===== src/rtl/alert_pkg.sv =====
// Shared types and limits for the alarm-clock timekeeping core.
package alert_pkg;

    typedef enum logic [2:0] {
        MODE_RUN          = 3'd0,
        MODE_SET_HOUR     = 3'd1,
        MODE_SET_MIN      = 3'd2,
        MODE_SET_ALM_HOUR = 3'd3,
        MODE_SET_ALM_MIN  = 3'd4
    } mode_t;

    localparam logic [5:0] SEC_MAX  = 6'd59;
    localparam logic [5:0] MIN_MAX  = 6'd59;
    localparam logic [4:0] HOUR_MAX = 5'd23;

    function automatic mode_t next_mode(input mode_t m);
        case (m)
            MODE_RUN:          return MODE_SET_HOUR;
            MODE_SET_HOUR:     return MODE_SET_MIN;
            MODE_SET_MIN:      return MODE_SET_ALM_HOUR;
            MODE_SET_ALM_HOUR: return MODE_SET_ALM_MIN;
            default:           return MODE_RUN;
        endcase
    endfunction

    // Modulo increment shared by the minute/second and (zero-extended) hour fields.
    function automatic logic [5:0] inc_wrap(input logic [5:0] v, input logic [5:0] max);
        return (v >= max) ? 6'd0 : v + 6'd1;
    endfunction

endpackage


===== src/rtl/sec_tick_gen.sv =====
// Prescaler: strobes tick while the count sits on its last value; hold parks it at zero.
module sec_tick_gen
    import alert_pkg::*;
#(
    parameter int CLK_DIV = 50_000_000
) (
    input  logic clk,
    input  logic rst,
    input  logic hold,
    output logic tick
);

    localparam int CW = $clog2(CLK_DIV);
    localparam logic [CW-1:0] LAST = CW'(CLK_DIV - 1);

    logic [CW-1:0] count;

    // Combinational strobe so the parent can register sec_tick and the time on one edge.
    assign tick = !hold && (count == LAST);

    always_ff @(posedge clk) begin
        if (rst || hold || tick) begin
            count <= '0;
        end else begin
            count <= count + 1'b1;
        end
    end

endmodule


===== src/rtl/alert_time_counter.sv =====
// Alarm-clock core: mode FSM, hh:mm:ss counters, alarm compare and ring timer.
//  state             | meaning
//  MODE_RUN          | time counts, inc ignored
//  MODE_SET_HOUR     | time frozen (sec=0), inc bumps hour
//  MODE_SET_MIN      | time frozen (sec=0), inc bumps minute
//  MODE_SET_ALM_HOUR | time counts, display shows alarm, inc bumps alarm hour
//  MODE_SET_ALM_MIN  | time counts, display shows alarm, inc bumps alarm minute
module alert_time_counter
    import alert_pkg::*;
#(
    parameter int CLK_DIV    = 50_000_000,
    parameter int ALARM_SECS = 30
) (
    input  logic       clk,
    input  logic       rst,
    input  logic       mode_btn,
    input  logic       inc_btn,
    input  logic       alarm_en,
    input  logic       stop_btn,
    output logic [5:0] disp_sec,
    output logic [5:0] disp_min,
    output logic [4:0] disp_hour,
    output logic [2:0] mode,
    output logic       alarm_out,
    output logic       sec_tick
);

    localparam logic [5:0] RING_LOAD = 6'(ALARM_SECS);

    mode_t      mode_q, mode_d;
    logic       wrap, hold, inc_ok, trigger, alm_disp, alarm_d;
    logic [5:0] sec_q, sec_d, min_q, min_d, alm_min_q, alm_min_d, ring_q, ring_d;
    logic [4:0] hour_q, hour_d, alm_hour_q, alm_hour_d;

    assign hold = (mode_q == MODE_SET_HOUR) || (mode_q == MODE_SET_MIN);
    assign mode = mode_q;

    sec_tick_gen #(.CLK_DIV(CLK_DIV)) u_tick (
        .clk  (clk),
        .rst  (rst),
        .hold (hold),
        .tick (wrap)
    );

    always_comb begin
        mode_d     = mode_btn ? next_mode(mode_q) : mode_q;
        sec_d      = sec_q;
        min_d      = min_q;
        hour_d     = hour_q;
        alm_hour_d = alm_hour_q;
        alm_min_d  = alm_min_q;
        ring_d     = ring_q;
        alarm_d    = alarm_out;
        inc_ok     = inc_btn && !mode_btn;

        if (wrap) begin
            sec_d = inc_wrap(sec_q, SEC_MAX);
            if (sec_q == SEC_MAX) begin
                min_d = inc_wrap(min_q, MIN_MAX);
                if (min_q == MIN_MAX) begin
                    hour_d = 5'(inc_wrap({1'b0, hour_q}, {1'b0, HOUR_MAX}));
                end
            end
        end

        case (mode_q)
            MODE_SET_HOUR: begin
                sec_d = '0;
                if (inc_ok) hour_d = 5'(inc_wrap({1'b0, hour_q}, {1'b0, HOUR_MAX}));
            end
            MODE_SET_MIN: begin
                sec_d = '0;
                if (inc_ok) min_d = inc_wrap(min_q, MIN_MAX);
            end
            MODE_SET_ALM_HOUR: begin
                if (inc_ok) alm_hour_d = 5'(inc_wrap({1'b0, alm_hour_q}, {1'b0, HOUR_MAX}));
            end
            MODE_SET_ALM_MIN: begin
                if (inc_ok) alm_min_d = inc_wrap(alm_min_q, MIN_MAX);
            end
            default: ;
        endcase

        // Only a second tick can land on the setpoint; edits never trigger.
        trigger = wrap && alarm_en && (ring_q == '0) && (sec_d == '0)
                  && (min_d == alm_min_q) && (hour_d == alm_hour_q);

        if (stop_btn || !alarm_en) begin
            ring_d  = '0;
            alarm_d = 1'b0;
        end else if (trigger) begin
            ring_d  = RING_LOAD;
            alarm_d = 1'b1;
        end else if (wrap && (ring_q != '0)) begin
            ring_d  = ring_q - 6'd1;
            alarm_d = (ring_q != 6'd1);
        end

        alm_disp = (mode_d == MODE_SET_ALM_HOUR) || (mode_d == MODE_SET_ALM_MIN);
    end

    always_ff @(posedge clk) begin
        if (rst) begin
            mode_q     <= MODE_RUN;
            sec_q      <= '0;
            min_q      <= '0;
            hour_q     <= '0;
            alm_hour_q <= '0;
            alm_min_q  <= '0;
            ring_q     <= '0;
            alarm_out  <= 1'b0;
            sec_tick   <= 1'b0;
            disp_sec   <= '0;
            disp_min   <= '0;
            disp_hour  <= '0;
        end else begin
            mode_q     <= mode_d;
            sec_q      <= sec_d;
            min_q      <= min_d;
            hour_q     <= hour_d;
            alm_hour_q <= alm_hour_d;
            alm_min_q  <= alm_min_d;
            ring_q     <= ring_d;
            alarm_out  <= alarm_d;
            sec_tick   <= wrap;
            disp_sec   <= alm_disp ? 6'd0 : sec_d;
            disp_min   <= alm_disp ? alm_min_d : min_d;
            disp_hour  <= alm_disp ? alm_hour_d : hour_d;
        end
    end

endmodule


===== config.mk =====
export PLATFORM = sky130hd
export DESIGN_NAME = alert_time_counter
export DESIGN_NICKNAME = d
export VERILOG_FILES = /design/src/rtl/alert_pkg.sv /design/src/rtl/sec_tick_gen.sv /design/src/rtl/alert_time_counter.sv
export SDC_FILE = /design/constraint.sdc
export NUM_CORES = 1
export LEC_CHECK = 0
export ABC_CLOCK_PERIOD_IN_PS = 4300
export CAP_MARGIN = 40
export CORE_MARGIN = 8
export CORE_UTILIZATION = 50
export DETAILED_ROUTE_END_ITERATION = 12
export PLACE_DENSITY_LB_ADDON = 0.08
export SLEW_MARGIN = 5
export SYNTH_ARGS = -nofsm -noshare
export SYNTH_HDL_FRONTEND = slang
export SYNTH_HIERARCHICAL = 1
export SYNTH_SLANG_ARGS = --single-unit

===== constraint.sdc =====
create_clock -name clk -period 4.3 [get_ports clk]
set_clock_uncertainty 0.15 [all_clocks]
set_input_delay 1.075 -clock clk [delete_from_list [all_inputs] [get_ports clk]]
set_output_delay 1.075 -clock clk [all_outputs]
set_load 0.02 [all_outputs]

After elaboration in Yosys (flattened, before gate mapping):

Index checks and enable logic that the tools add are counted.
W data, S select, Z words.

* add/sub/neg operators: 7
* multiply operators: 0
* div/mod/pow operators: 0
* order comparisons: 5
* eq/ne operators: 12
* shift operators: 0
* mux-type cells: 28
* bitwise logic cells: 0
* reductions and logical operators: 25

Operator list (number)
* $mux W6: 12
* $mux W5: 12
* $add A26 B1 Y26 const B: 1
* $eq A26 B26 Y1 const B: 1
* $add A6 B1 Y6 const B: 3
* $ge A6 B6 Y1 const B: 3
* $eq A6 B6 Y1 const B: 2
* $logic_not A6 Y1: 2
* $pmux W3 S4: 1
* $add A5 B1 Y5 const B: 2
* $ge A5 B5 Y1 const B: 2
* $eq A3 B2 Y1 const B: 3
* $logic_and A1 B1 Y1: 8
* $eq A3 B3 Y1 const B: 2
* $eq A6 B6 Y1: 1
* $ne A6 B1 Y1 const B: 1
* $reduce_bool A6 Y1: 1
* $reduce_or A2 Y1: 3
* $sub A6 B1 Y6 const B: 1
* $eq A5 B5 Y1: 1
* $logic_or A1 B1 Y1: 5
* $eq A3 B1 Y1 const B: 1
* $logic_not A1 Y1: 3
* $logic_not A3 Y1: 1
* 4 further kinds: 5

* register bits: 82
* bits in latches: 0
* RAM bits: 0
* bits in read-only memories: 0
* input bits: 6
* output and inout bits: 22
* word-level logic and storage cells: 91
* memories kept: 0

Logic depth before layout (Yosys ltp):

Gate-level depths: netlist of run 1.

* word-level depth: 11
* depth in mapped cells: 15
* mapped depth without buffers: 13

Modules after synthesis:

The synthesis of run 1 kept the hierarchy.

Modules (own cells, without submodules)
* alert_time_counter: times used 1, cells each 362, area an instance 2986.6 sq um
* sec_tick_gen: times used 1, cells each 142, area an instance 1211.2 sq um

Least setup slack after synthesis of run 1:

OpenSTA, ideal clock, no wires.

* path kind: register to register
* start: register mode_q[0] (netlist: mode[0])
* end: register ring_q[1]
* library setup time: 0.074 ns
* arrival: 3.073 ns
* required time: 4.076 ns
* path slack: 1.003 ns
* cell stages (with the launch flop): 15
* clock period less this slack: 3.297 ns
* cell sequence: dfxtp_1 buf_2 xnor2_1 nor2_1 nor2_1 nand4_1 nor2_1 nand4_2 or4_4 and2_4 a2111oi_4 o2111ai_1 nor4_2 nand3_2 o21ai_0

* cells in the longest elaborated chain, start to end: 11
* elaborated cells between the ends (all ways): 25
* classes of those cells: 4 x eq/ne; 9 x mux; 12 x reduce/logical

Ends and longest elaborated chain
* start, declared: line alert_time_counter.sv:30 `mode_t mode_q, mode_d;`
* start signal, assigned: line alert_time_counter.sv:117 `mode_q <= mode_d;`
* $eq A3 B1 Y1 or $eq A3 B2 Y1 (tied branches): line alert_time_counter.sv:35 `assign hold = (mode_q == MODE_SET_HOUR) || (mode_q == MODE_SET_MIN);`
* $logic_or A1 B1 Y1 *: line alert_time_counter.sv:35
* net hold: line alert_time_counter.sv:31 `logic wrap, hold, inc_ok, trigger, alm_disp, alarm_d;`
* $logic_not A1 Y1 *: line sec_tick_gen.sv:19 `assign tick = !hold && (count == LAST);`
* $logic_and A1 B1 Y1 *: line sec_tick_gen.sv:19
* net wrap: line alert_time_counter.sv:31
* $mux W6: line alert_time_counter.sv:56 `if (wrap) begin`
* $mux W6 (on tied branches): line alert_time_counter.sv:73, alert_time_counter.sv:66
* $mux W6 or $logic_not A6 Y1 (tied branches): line alert_time_counter.sv:66, alert_time_counter.sv:85
* $eq A6 B6 Y1 or $logic_and A1 B1 Y1 (tied branches): line alert_time_counter.sv:86, alert_time_counter.sv:85
* $logic_and A1 B1 Y1 (2 in series): line alert_time_counter.sv:86 `&& (min_d == alm_min_q) && (hour_d == alm_hour_q);`
* $mux W5 or $reduce_bool A2 Y1 (tied branches)
* end signal, assigned: line alert_time_counter.sv:123 `ring_q <= ring_d;`
* end, declared: line alert_time_counter.sv:32 `logic [5:0] sec_q, sec_d, min_q, min_d, alm_min_q, alm_min_d, ring_q, ring_d;`

Mark *: on every way through the listed nets, which the timed path passes. The rest lies on a longest branch.
A chain may end at the register's enable or synchronous reset.

Worst setup path after layout of run 1:

* start: register mode_q[1] (netlist: mode[1])
* end: register alarm_out

* cells in the longest elaborated chain, start to end: 11
* elaborated cells between the ends (all ways): 25
* classes of those cells: 4 x eq/ne; 9 x mux; 12 x reduce/logical

Ends and longest elaborated chain
* $eq A3 B1 Y1 or $eq A3 B2 Y1 (tied branches): line alert_time_counter.sv:35
* $logic_or A1 B1 Y1 *: line alert_time_counter.sv:35
* net hold: line alert_time_counter.sv:31
* $logic_not A1 Y1 *: line sec_tick_gen.sv:19
* $logic_and A1 B1 Y1 *: line sec_tick_gen.sv:19
* net wrap: line alert_time_counter.sv:31
* $mux W6: line alert_time_counter.sv:56
* $mux W6 (on tied branches): line alert_time_counter.sv:73, alert_time_counter.sv:66
* $mux W6 or $logic_not A6 Y1 (tied branches): line alert_time_counter.sv:66, alert_time_counter.sv:85
* $eq A6 B6 Y1 or $logic_and A1 B1 Y1 (tied branches): line alert_time_counter.sv:86, alert_time_counter.sv:85
* $logic_and A1 B1 Y1 (2 in series): line alert_time_counter.sv:86
* $mux W1 or $reduce_bool A2 Y1 (tied branches)
* end signal, assigned: line alert_time_counter.sv:124 `alarm_out <= alarm_d;`
* end, declared: line alert_time_counter.sv:24 `output logic alarm_out,`

Marks and branches as above.

==> metrics.md, run 1 <==
| Metric | Value |
|---|---|
| Clock Pin Slew Worst Setup and Hold Paths | 0.09 ns |
| Worst slew pin tran | 0.9298 ns |
| Register-to-Register Path Depth | 13 |
| Finished Cell Area | approximately 0.0048 mm^2 |
| Clock root buffer | clkbuf_8 |
| Yosys warnings | 6 |
| I/O Buffers | 27 |
| Post-route ant nets | 0 |
| Reg2reg setup slack | 0.77 ns |
| Clk_lat worst skew | 0.36 ns |
| Fmax | roughly 280 MHz |
| Top cell type's share of synthesized area | 0.3911 |
| Worst min path class | flop to flop |
| Critical Path Fanout Max | 7 |
| # hold bufs at CTS | 0 |
| Post-synthesis adder-cell area fraction | 0.02981 |
| Initial antenna violation count | 0 |
| Setup repair bufs after CTS | 0 |
| Fin crit share | 0.8219 |
| Layout cells sized above 1 | 0.07238 |
| Post-CTS Resized | 0 |
| Fin. max-slew vios | 0 |
| Crit. path cell count | 13 |
| Initial Util | 0.5135 |
| Total Power | ~1500 uW |
| Largest family of logic cells by synthesized area | simple AND/OR/NAND/NOR gates |
| Vias in the first global route | about 3500 |
| Pre-CTS setup slack | 0.4678 ns |
| Number of synthesized register bits | 82 |
| Worst path required time | ~4.5 ns |
| WL per Instance | ~15 um |
| Core region area | 0.008175 mm^2 |
| Final setup fails | 0 |
| Nets@finish | ~540 |
| Async S/R FF share, synth | 0 |
| CTS Sinks | 82 |
| Placer Congestion | between 0.8 and 0.9 |
| CP top delay family | simple AND/OR/NAND/NOR gates |
| CP bufs+invs | 0 |
| CTS Buffer Depth | 2 |
| Grt ovf | 0 |
| Top cells by area, synth | dfxtp_1, nor2_1, a21oi_1, o21ai_0, xnor2_1 |
| Die height | around 110 um |
| CTS tree | yes |
| Vias per cell | between 5 and 6 |
| Layout area overhead | 13.77% |
| CP Cell Sequence | xnor2_1, nor2_1, nor2_1, nand4_1, nor2_1, nand4_2, or4_4, and2_4, a2111oi_4, o2111ai_1, nor4_2, nand3_2, o21ai_1 |
| Pwr per Cell Area | approximately 320 mW/mm^2 |
| Yosys cell types | 60 |
| Post-route setup slack | ~0.77 ns |
| Crit path time final | 3.534 ns |
| Element type at the critical path start | flop |
| Cell with the most instances after synthesis | dfxtp_1 |
| GRT Total Usage | 0.1727 |
| Worst vdd ir | between 0.00015 and 0.0002 V |
| H-tree Lvls | 3 |
| Syn avg cell area | 8.329 um^2 |
| Status | finished, final reports clean |
| Antenna diode count | 0 |
| Die area | 0.01158 mm^2 |
| First drt pass iteration count | 4 |
| RSZ-0062 raised after global routing | false |
| Slowest cell delay on critical path | ~0.58 ns |
| Fraction of the mapped netlist area in compound gates | 0.1779 |
| Worst EP arrival | ~3.7 ns |
| Max_cap viols | 0 |
| Synth Area in Simple Gates | 0.2700 |
| Synth Net Count | 520 |
| Most used cell, CP | nor2_1 |
| I/O pin count | 28 |
| Number of flops mapped to enable cells by yosys | 0 |
| Most area-hungry cell type in the Yosys netlist | dfxtp_1 |
| FP Rows | 33 |
| Post-synthesis mux area share | 0.02951 |
| Setup tns final | 0 ns |
| Routed vias | between 3000 and 4000 |
| Max-slew headroom | 0.3802 |
| Cell Area, Placed | approximately 0.0045 mm^2 |
| HPWL after DPL | 6.883 mm |
| Post-Synth XOR/XNOR Area | 0.06259 |
| First-pass GRT wire length | approximately 16 mm |
| Die X-Extent | between 100 and 150 um |
| CP endpoint kind | flop |
| Post-Syn Instances | around 500 |
| Final Hold Violating Endpoints | 0 |
| Hold Slack | 0.3096 ns |
| Hold path cells | 1 |
| Leak | roughly 0.0016 uW |
| Total Wirelength | approximately 9.6 mm |
| Initial DRC Count | 107 |
| Synth Cell Area | 0.004198 mm^2 |
| Top cells by count, synth | dfxtp_1, nor2_1, a21oi_1, o21ai_0, nand2_1 |
| Main synth FF type | dfxtp_1 |
| Largest net degree at the start of global routing | around 50 |
| Crit Path Class | flop to flop |
| CTS buffer count | 9 |
| Post-route DRC | 0 |
| CP max-delay cell | or4_4 |
| Seq/Total Area, Yosys | 0.3911 |
[kinds of logic (layout without fill, tap and decap cells)]
family,Yosys count,count (layout)
fa+ha+maj,10,10
mux,12,12
xor+xnor,30,30
simple gates,213,213
flops,82,82
compound gates,117,117
buf+inv,40,61
[path summary, 6_finish.rpt]
kind	from	endpoint
worst max-delay path	mode[1]$_SDFF_PP0_	alarm_out$_SDFFE_PP0P_
worst min-delay path	u_tick/count[0]$_SDFF_PP0_	u_tick/count[0]$_SDFF_PP0_
worst max register to register	mode[1]$_SDFF_PP0_	alarm_out$_SDFFE_PP0P_
worst min register to register	u_tick/count[0]$_SDFF_PP0_	u_tick/count[0]$_SDFF_PP0_
[metrics by stage]
| stage | cells | utilization |
|---|---|---|
| floorplan | 504 | - |
| global placement | 613 | 0.5537 |
| detailed placement | 614 | 0.5556 |
| CTS | 630 | 0.5842 |
| global route | 630 | 0.5842 |
| finish | 630 | 0.5842 |
[layout make-up]
cell class / instances / area (um^2)
fillers: 759 / 3400
repair buffers: 32 / 310.3
multi-input cells: 382 / 2410
clock inverters: 5 / 102.6
flip-flops and latches: 82 / 1642
well taps: 105 / 131.4
inverters: 13 / 48.80
clock buffers: 11 / 131.4
[layer usage]
layer	wire length, um	GRT usage	vias to the layer above
met5	0	0	-
met4	156	0.06046	0
met3	443	0.04790	17
li1	-	-	1843
met2	4601	0.2860	76
met1	4442	0.2092	1703
[sequential cells by signal, indices dropped and copies added, names as in the netlist]
name and count:
alarm_out 1, alm_hour_q 5, alm_min_q 6, disp_hour 5, disp_min 6, disp_sec 6
hour_q 5, min_q 6, mode 3, ring_q 6, sec_q 6, sec_tick 1
u_tick/count 26
[cells in the final DEF, fill, tap and decap left out, types with 13 or more instances in the layout]
cell,n
dfxtp_1,82
nor2_1,65
o21ai_0,34
a21oi_1,34
nand2_1,28
clkdlybuf4s50_1,26
nand3_1,20
xnor2_1,18
nor2b_1,16
nor3_1,16
inv_1,13
[report_power, final]
part | switching, uW | internal, uW
Sequential | 6.40 | 767
Clock | 285 | 386
Combinational | 60.5 | 35.1
Note: power is estimated with default switching activity, not from simulation.
==> run 2: changes to the inputs <==
--- a/config.mk
+++ b/config.mk
@@ -5,7 +5,7 @@
 export SDC_FILE = /design/constraint.sdc
 export NUM_CORES = 1
 export LEC_CHECK = 0
-export ABC_CLOCK_PERIOD_IN_PS = 4300
+export ABC_CLOCK_PERIOD_IN_PS = 2800
 export CAP_MARGIN = 40
 export CORE_MARGIN = 8
 export CORE_UTILIZATION = 50
==> constraint.sdc (replaced) <==
create_clock -name clk -period 2.8 [get_ports clk]
set_clock_uncertainty 0.15 [all_clocks]
set_input_delay 0.7 -clock clk [delete_from_list [all_inputs] [get_ports clk]]
set_output_delay 0.7 -clock clk [all_outputs]
set_load 0.02 [all_outputs]
==> run 2 against run 1 <==
Sequential cell count did not move. The run now ends with negative setup slack left. Largest cell class unchanged. Maximum frequency rose by 14%. Wire length rose by 5.3%. Die area did not move. Sequential share of layout area fell by 4.0 points.
==> metrics.md, run 2 (synthesized netlist as in run 1, its figures left out) <==
| Metric | Value |
|---|---|
| Pwr per Cell Area | 415.7 mW/mm^2 (+29%) |
| Vias per cell | 5.596 (-3.1%) |
| Final std cells w/o fill | 705 (+12%) |
| Largest net degree at the start of global routing | 30 (-39%) |
| WL per Instance | 14.40 um (-5.9%) |
| Total Wirelength | 10.15 mm (+5.3%) |
| Worst EP arrival | 3.22 ns (-0.46 ns) |
| Worst vdd ir | 0.0003154 V (+92%) |
| CTS Sinks | 82 (unchanged) |
| Initial antenna violation count | 0 (unchanged) |
| Most frequent cells in the layout | dfxtp_1, buf_4, nor2_1 |
| H-tree Lvls | 3 (unchanged) |
| Max-slew headroom | 0.5637 (+0.1836) |
| First-pass GRT wire length | 17.17 mm (+4.5%) |
| Clk_lat worst skew | 0.34 ns (-0.02 ns) |
| Core region area | 0.008175 mm^2 (unchanged) |
| I/O Buffers | 27 (unchanged) |
| Initial Util | 0.5135 (unchanged) |
| Max_cap viols | 0 (unchanged) |
| Routed vias | 3945 (+8.4%) |
| Post-route DRC | 0 (unchanged) |
| Finished Cell Area | 0.005433 mm^2 (+14%) |
| CTS buffer count | 9 (unchanged) |
| Worst slew pin tran | 0.6544 ns (-0.2753 ns) |
| Layout area overhead | 29.42% |
| Critical Path Fanout Max | 5 (-2) |
| CP endpoint kind | flop |
| Final Hold Violating Endpoints | 0 (unchanged) |
| Crit path time final | 3.108 ns (-0.4265 ns) |
| FP Rows | 33 (unchanged) |
| Status | finished with violations |
| First drt pass iteration count | 4 (unchanged) |
| Antenna diode count | 0 (unchanged) |
| Vias in the first global route | 3732 (+5.7%) |
| Placer Congestion | 0.9251 (+12%) |
| Reg with most FFs | u_tick/count |
| Largest register FFs | 26 (unchanged) |
| Initial DRC Count | 164 (+53%) |
| I/O pin count | 28 (unchanged) |
| Cell Area, Placed | 0.005090 mm^2 (+12%) |
| Element type at the critical path start | flop |
| Grt ovf | 0 (unchanged) |
| Multi-input gate area | 0.002530 mm^2 (+5.0%) |
| Nets@finish | 611 (+14%) |
| Fin crit share | 1.110 (+0.2880) |
| Total Power | 2258 uW (+47%) |
| Final setup fails | 6 (+6) |
| Layout cells sized above 1 | 0.2250 (+0.1526) |
| Min-delay src | u_tick/count[0]$_SDFF_PP0_ |
| Violated checks | negative setup slack |
| Commonest non-fill, non-tap cell in the layout | dfxtp_1 |
| Fmax | 321.8 MHz (+14%) |
| GRT Total Usage | 0.1789 (+0.006208) |
| CTS tree | yes |
| RSZ-0062 raised after global routing | true |
| Placed insts | 685 (+12%) |
| Crit Path Class | flop to flop |
| Sequential Area | 0.001649 mm^2 (+0.46%) |
| Post-route ant nets | 0 (unchanged) |
| Clock Pin Slew Worst Setup and Hold Paths | 0.09 ns (about the same) |
| Worst path required time | 2.92 ns (-1.53 ns) |
| Die height | 107.6 um (unchanged) |
| HPWL after DPL | 7.421 mm (+7.8%) |
| Worst Setup SP | u_tick/count[18]$_SDFF_PP0_ |
| Filler cell count | 685 (-9.7%) |
| Die X-Extent | 107.6 um (unchanged) |
| # hold bufs at CTS | 0 (unchanged) |
| Clock root buffer | clkbuf_8 |
| Leak | 0.002007 uW (+24%) |
| CTS Buffer Depth | 2 (unchanged) |
| Worst min path class | flop to flop |
| Pre-CTS setup slack | -0.5376 ns (-1.005 ns) |
| Worst R2R Start | u_tick/count[18]$_SDFF_PP0_ |
| Fin. max-slew vios | 0 (unchanged) |
| Die area | 0.01158 mm^2 (unchanged) |
| Post-route setup slack | -0.3075 ns (-1.073 ns) |
-- run 2: cell types whose count changed in the layout (fill, tap and decap cells not counted), sizes merged --
cell / delta
buf: +75
clkinv: +2
bufinv: -2
-- run 2: stage by stage --
step           hold WS (ns)    util  setup TNS [ns]
6_report             0.3755  0.6645          -1.683
5_1_grt              0.3961  0.6645          -3.665
4_1_cts              0.3718  0.6517          -1.652
3_5_place_dp         0.3561  0.6226          -4.214
3_3_place_gp         0.3352  0.6226          -3.642
2_1_floorplan        0.2675       -          -1.055
-- run 2: routing by layer --
| layer | wire (um) | global-route usage | share of wire | vias to the layer above |
|---|---|---|---|---|
| li1 | - | - | - | 1989 |
| met1 | 4979 | 0.2402 | 0.49 | 1873 |
| met2 | 4609 | 0.2807 | 0.45 | 70 |
| met3 | 427 | 0.04132 | 0.042 | 13 |
| met4 | 136 | 0.04658 | 0.013 | 0 |
| met5 | 0 | 0 | 0 | - |
-- run 2: final timing paths --
check / slack (ns) / depth (start not counted) / to
setup / recovery: -0.31 / 11 / ring_q[1]$_SDFFE_PP0P_
hold reg to reg: 0.38 / 2 / u_tick/count[0]$_SDFF_PP0_
hold / removal: 0.38 / 2 / u_tick/count[0]$_SDFF_PP0_
setup reg to reg: -0.31 / 11 / ring_q[1]$_SDFFE_PP0P_
-- run 2: worst max-delay path, stage by stage (launching register included) --
cell,delay [ns]
dfxtp_1,0.34
nor4b_2,0.31
nand4_1,0.22
nor2_2,0.21
nand4_2,0.11
or4_4,0.45
and2_4,0.17
a2111oi_4,0.28
o2111ai_1,0.21
nor4_4,0.33
nand3_2,0.15
o21ai_0,0.10
-- run 2: what timing repair did --
item / in CTS / in global routing
endpoints found under the setup margin: 11 / 17
gates resized for setup: 3 / 22
pin swaps: 2 / 3
setup buffers: 3 / 1
-- run 2: power by group --
part | switching, uW | total [uW] | internal (uW) | leakage (uW)
Clock | 423 | 879 | 457 | 0.000105
Combinational | 104 | 191 | 86.8 | 0.00124
Sequential | 10.0 | 1190 | 1180 | 0.000663
-- run 2: area by class of cell --
| cell class | count | area share |
|---|---|---|
| clock buffer | 11 | 0.02787 |
| clock inverter | 5 | 0.009673 |
| inverter | 13 | 0.008982 |
| multi-input combinational | 382 | 0.4657 |
| sequential | 82 | 0.3035 |
| tap | 105 | 0.02418 |
| timing repair buffer | 107 | 0.1601 |
==> run 3: changes to the inputs <==
--- a/config.mk
+++ b/config.mk
@@ -10,8 +10,9 @@
 export CORE_MARGIN = 8
 export CORE_UTILIZATION = 50
 export DETAILED_ROUTE_END_ITERATION = 12
+export DONT_BUFFER_PORTS = 1
+export HOLD_SLACK_MARGIN = 0.15
 export PLACE_DENSITY_LB_ADDON = 0.08
-export SLEW_MARGIN = 5
 export SYNTH_ARGS = -nofsm -noshare
 export SYNTH_HDL_FRONTEND = slang
 export SYNTH_HIERARCHICAL = 1
==> run 3 against run 2 <==
The run still ends with negative setup slack left. Combinational power decreased by 22%. Final cell count decreased by 5.1%. Via count decreased by 3.3%. Register-to-register slack improved by 0.097 ns. Clock-buffer cell count unchanged. Sequential share of layout area increased by 1.8 points. Sequential power about the same. Sequential cell count unchanged. Critical endpoint is now ring_q[4]$_SDFFE_PP0P_. Largest cell class unchanged.
==> metrics.md, run 3 (synthesized netlist as in run 1, its figures left out) <==
| Metric | Value |
|---|---|
| Status | finished with violations |
| Violated checks | negative setup slack |
| Worst vdd ir | 0.0002687 V (-15%) |
| Core region area | 0.008175 mm^2 (unchanged) |
| Vias per cell | 5.701 (+1.9%) |
| Sw Share | 0.2256 (-0.01217) |
| Antenna diode count | 0 (unchanged) |
| RSZ-0062 raised after global routing | true |
| I/O Buffers | 0 (-100%) |
| Die X-Extent | 107.6 um (unchanged) |
| Die area | 0.01158 mm^2 (unchanged) |
| Nets@finish | 575 (-5.9%) |
| First drt pass iteration count | 7 (+3) |
| Clk_lat worst skew | 0.36 ns (+0.02 ns) |
| Reg with most FFs | u_tick/count |
| H-tree Lvls | 3 (unchanged) |
| Finished Cell Area | 0.005119 mm^2 (-5.8%) |
| Critical Path Fanout Max | 5 (unchanged) |
| Pre-CTS setup slack | -0.2706 ns (+0.2670 ns) |
| I/O pin count | 28 (unchanged) |
| Die height | 107.6 um (unchanged) |
| Comb pwr share | 0.063 (-0.022) |
| CP endpoint kind | flop |
| Initial antenna violation count | 0 (unchanged) |
| Vias in the first global route | 3628 (-2.8%) |
| CTS buffer count | 9 (unchanged) |
| Internal power | 1838 uW (+6.8%) |
| Pwr per Cell Area | 463.7 mW/mm^2 (+12%) |
| Placer Congestion | 0.8521 (-7.9%) |
| Grt ovf | 0 (unchanged) |
| FP Rows | 33 (unchanged) |
| M1 WL | 4.840 mm (-2.8%) |
| Crit path time final | 3.011 ns (-0.09665 ns) |
| CTS tree | yes |
| Largest net degree at the start of global routing | 49 (+63%) |
| Register-to-Register Path Depth | 14 (+3) |
| Worst path required time | 2.94 ns (+0.02 ns) |
| Routed vias | 3814 (-3.3%) |
| Leak | 0.001876 uW (-6.5%) |
| Max_cap viols | 0 (unchanged) |
| Metal2 WL | 4.565 mm (-0.95%) |
| Post-route ant nets | 0 (unchanged) |
| Element type at the critical path start | flop |
| Worst slew pin tran | 0.4958 ns (-0.1586 ns) |
| Most frequent cells in the layout | dfxtp_1, buf_4, nor2_1 |
| Reg2reg setup slack | -0.21 ns (+0.10 ns) |
| Total Power | 2373 uW (+5.1%) |
| Fin crit share | 1.075 (-0.03452) |
| Top layer in use | met4 |
| Seq pwr share | 0.503 (-0.023) |
| Initial Util | 0.5135 (unchanged) |
| Cell Area, Placed | 0.004765 mm^2 (-6.4%) |
| CTS Buffer Depth | 2 (unchanged) |
| HPWL after DPL | 7.265 mm (-2.1%) |
| WL per Instance | 15.27 um (+6.1%) |
| Worst min path class | input port to flop |
| Crit Path Class | flop to flop |
| Clock Pin Slew Worst Setup and Hold Paths | 0.09 ns (about the same) |
| Clock root buffer | clkbuf_8 |
| Hold Slack | 0.2451 ns (-0.1305 ns) |
| Final setup fails | 6 (unchanged) |
| CTS Sinks | 82 (unchanged) |
| Largest register FFs | 26 (unchanged) |
| Commonest non-fill, non-tap cell in the layout | dfxtp_1 |
| Sw Pwr | 535.5 uW (-0.27%) |
| Initial DRC Count | 174 (+6.1%) |
| Final core utilization | 0.6261 (-0.03841) |
| Max-slew headroom | 0.6672 (+0.1035) |
| DR WL met3 | 636 um (+49%) |
| First-pass GRT wire length | 17.08 mm (-0.56%) |
| Worst EP arrival | 3.15 ns (-0.07 ns) |
| Fmax | 332.1 MHz (+3.2%) |
| Fin. max-slew vios | 0 (unchanged) |
| Final Hold Violating Endpoints | 0 (unchanged) |
| Total Wirelength | 10.22 mm (+0.64%) |
| Hold path cells | 1 (-1) |
| GRT Total Usage | 0.1807 (+0.001767) |
| Post-route setup slack | -0.2109 ns (+0.09665 ns) |
| Layout area overhead | 21.94% |
| Layout cells sized above 1 | 0.2128 (-0.01223) |
| Post-route DRC | 0 (unchanged) |
| Clock power share | 0.434 (+0.045) |
run 3: cell count changes in the layout (fill, tap and decap cells not counted), moves of 2 or more:
cell	change
bufinv_16	+2
clkbuf_8	-2
buf_4	-10
clkdlybuf4s50_1	-26
a21oi_2	-4
clkinv_2	-2
a21oi_1	+4
clkbuf_1	+2
run 3: worst max-delay path, cell delays in order (launching register included):
cell and delay, ns:
dfxtp_4 0.37, xnor2_4 0.14, nor2_2 0.07, nor2_1 0.08, nand4_1 0.17, nor2_2 0.19, nand4_2 0.11, buf_4 0.17
o22ai_4 0.21, nand4b_1 0.15, and2_1 0.20, a221o_1 0.35, nor4_4 0.32, nand3_2 0.15, o21ai_1 0.12
run 3: repair_timing:
item                       CTS  global route
cloned                       0             0
setup buffers                1             2
resized for setup            8            13
pin swaps                    7            10
hold buffers                 0             0
setup endpoints to repair    6            12
run 3: cell type report:
type                            instances  area, um^2
Inverter                               13       48.80
Fill cell                             732        3057
Timing Repair Buffer                   71       540.5
Tap cell                              105       131.4
Sequential cell                        82        1647
Clock buffer                           11       131.4
Multi-Input combinational cell        382        2516
Clock inverter                          5       103.9
run 3: power groups by stage:
stage / logic [uW] / clock network [uW] / registers [uW]
detailed placement: 139 / 0 / 1220
global placement: 138 / 0 / 1220
finish: 149 / 1030 / 1190
global route: 163 / 1100 / 1200
CTS: 144 / 1050 / 1190
floorplan: 91.6 / 0 / 1220
run 3: per-layer routing:
metal,track usage,vias up
met5,0,-
met4,0.07037,0
met3,0.04371,18
met2,0.2807,92
met1,0.2352,1793
li1,-,1911
run 3: final timing paths:
kind | start | endpoint
worst min-delay path | rst | mode[0]$_SDFF_PP0_
worst max-delay path | mode[0]$_SDFF_PP0_ | ring_q[4]$_SDFFE_PP0P_
worst min register to register | u_tick/count[0]$_SDFF_PP0_ | u_tick/count[0]$_SDFF_PP0_
worst max register to register | mode[0]$_SDFF_PP0_ | ring_q[4]$_SDFFE_PP0P_
run 3: stage by stage:
stage | setup TNS, ns | instances
floorplan | -1.055 | 504
global placement | -1.232 | 650
detailed placement | -1.482 | 650
CTS | -1.162 | 667
global route | -2.326 | 669
finish | -1.069 | 669
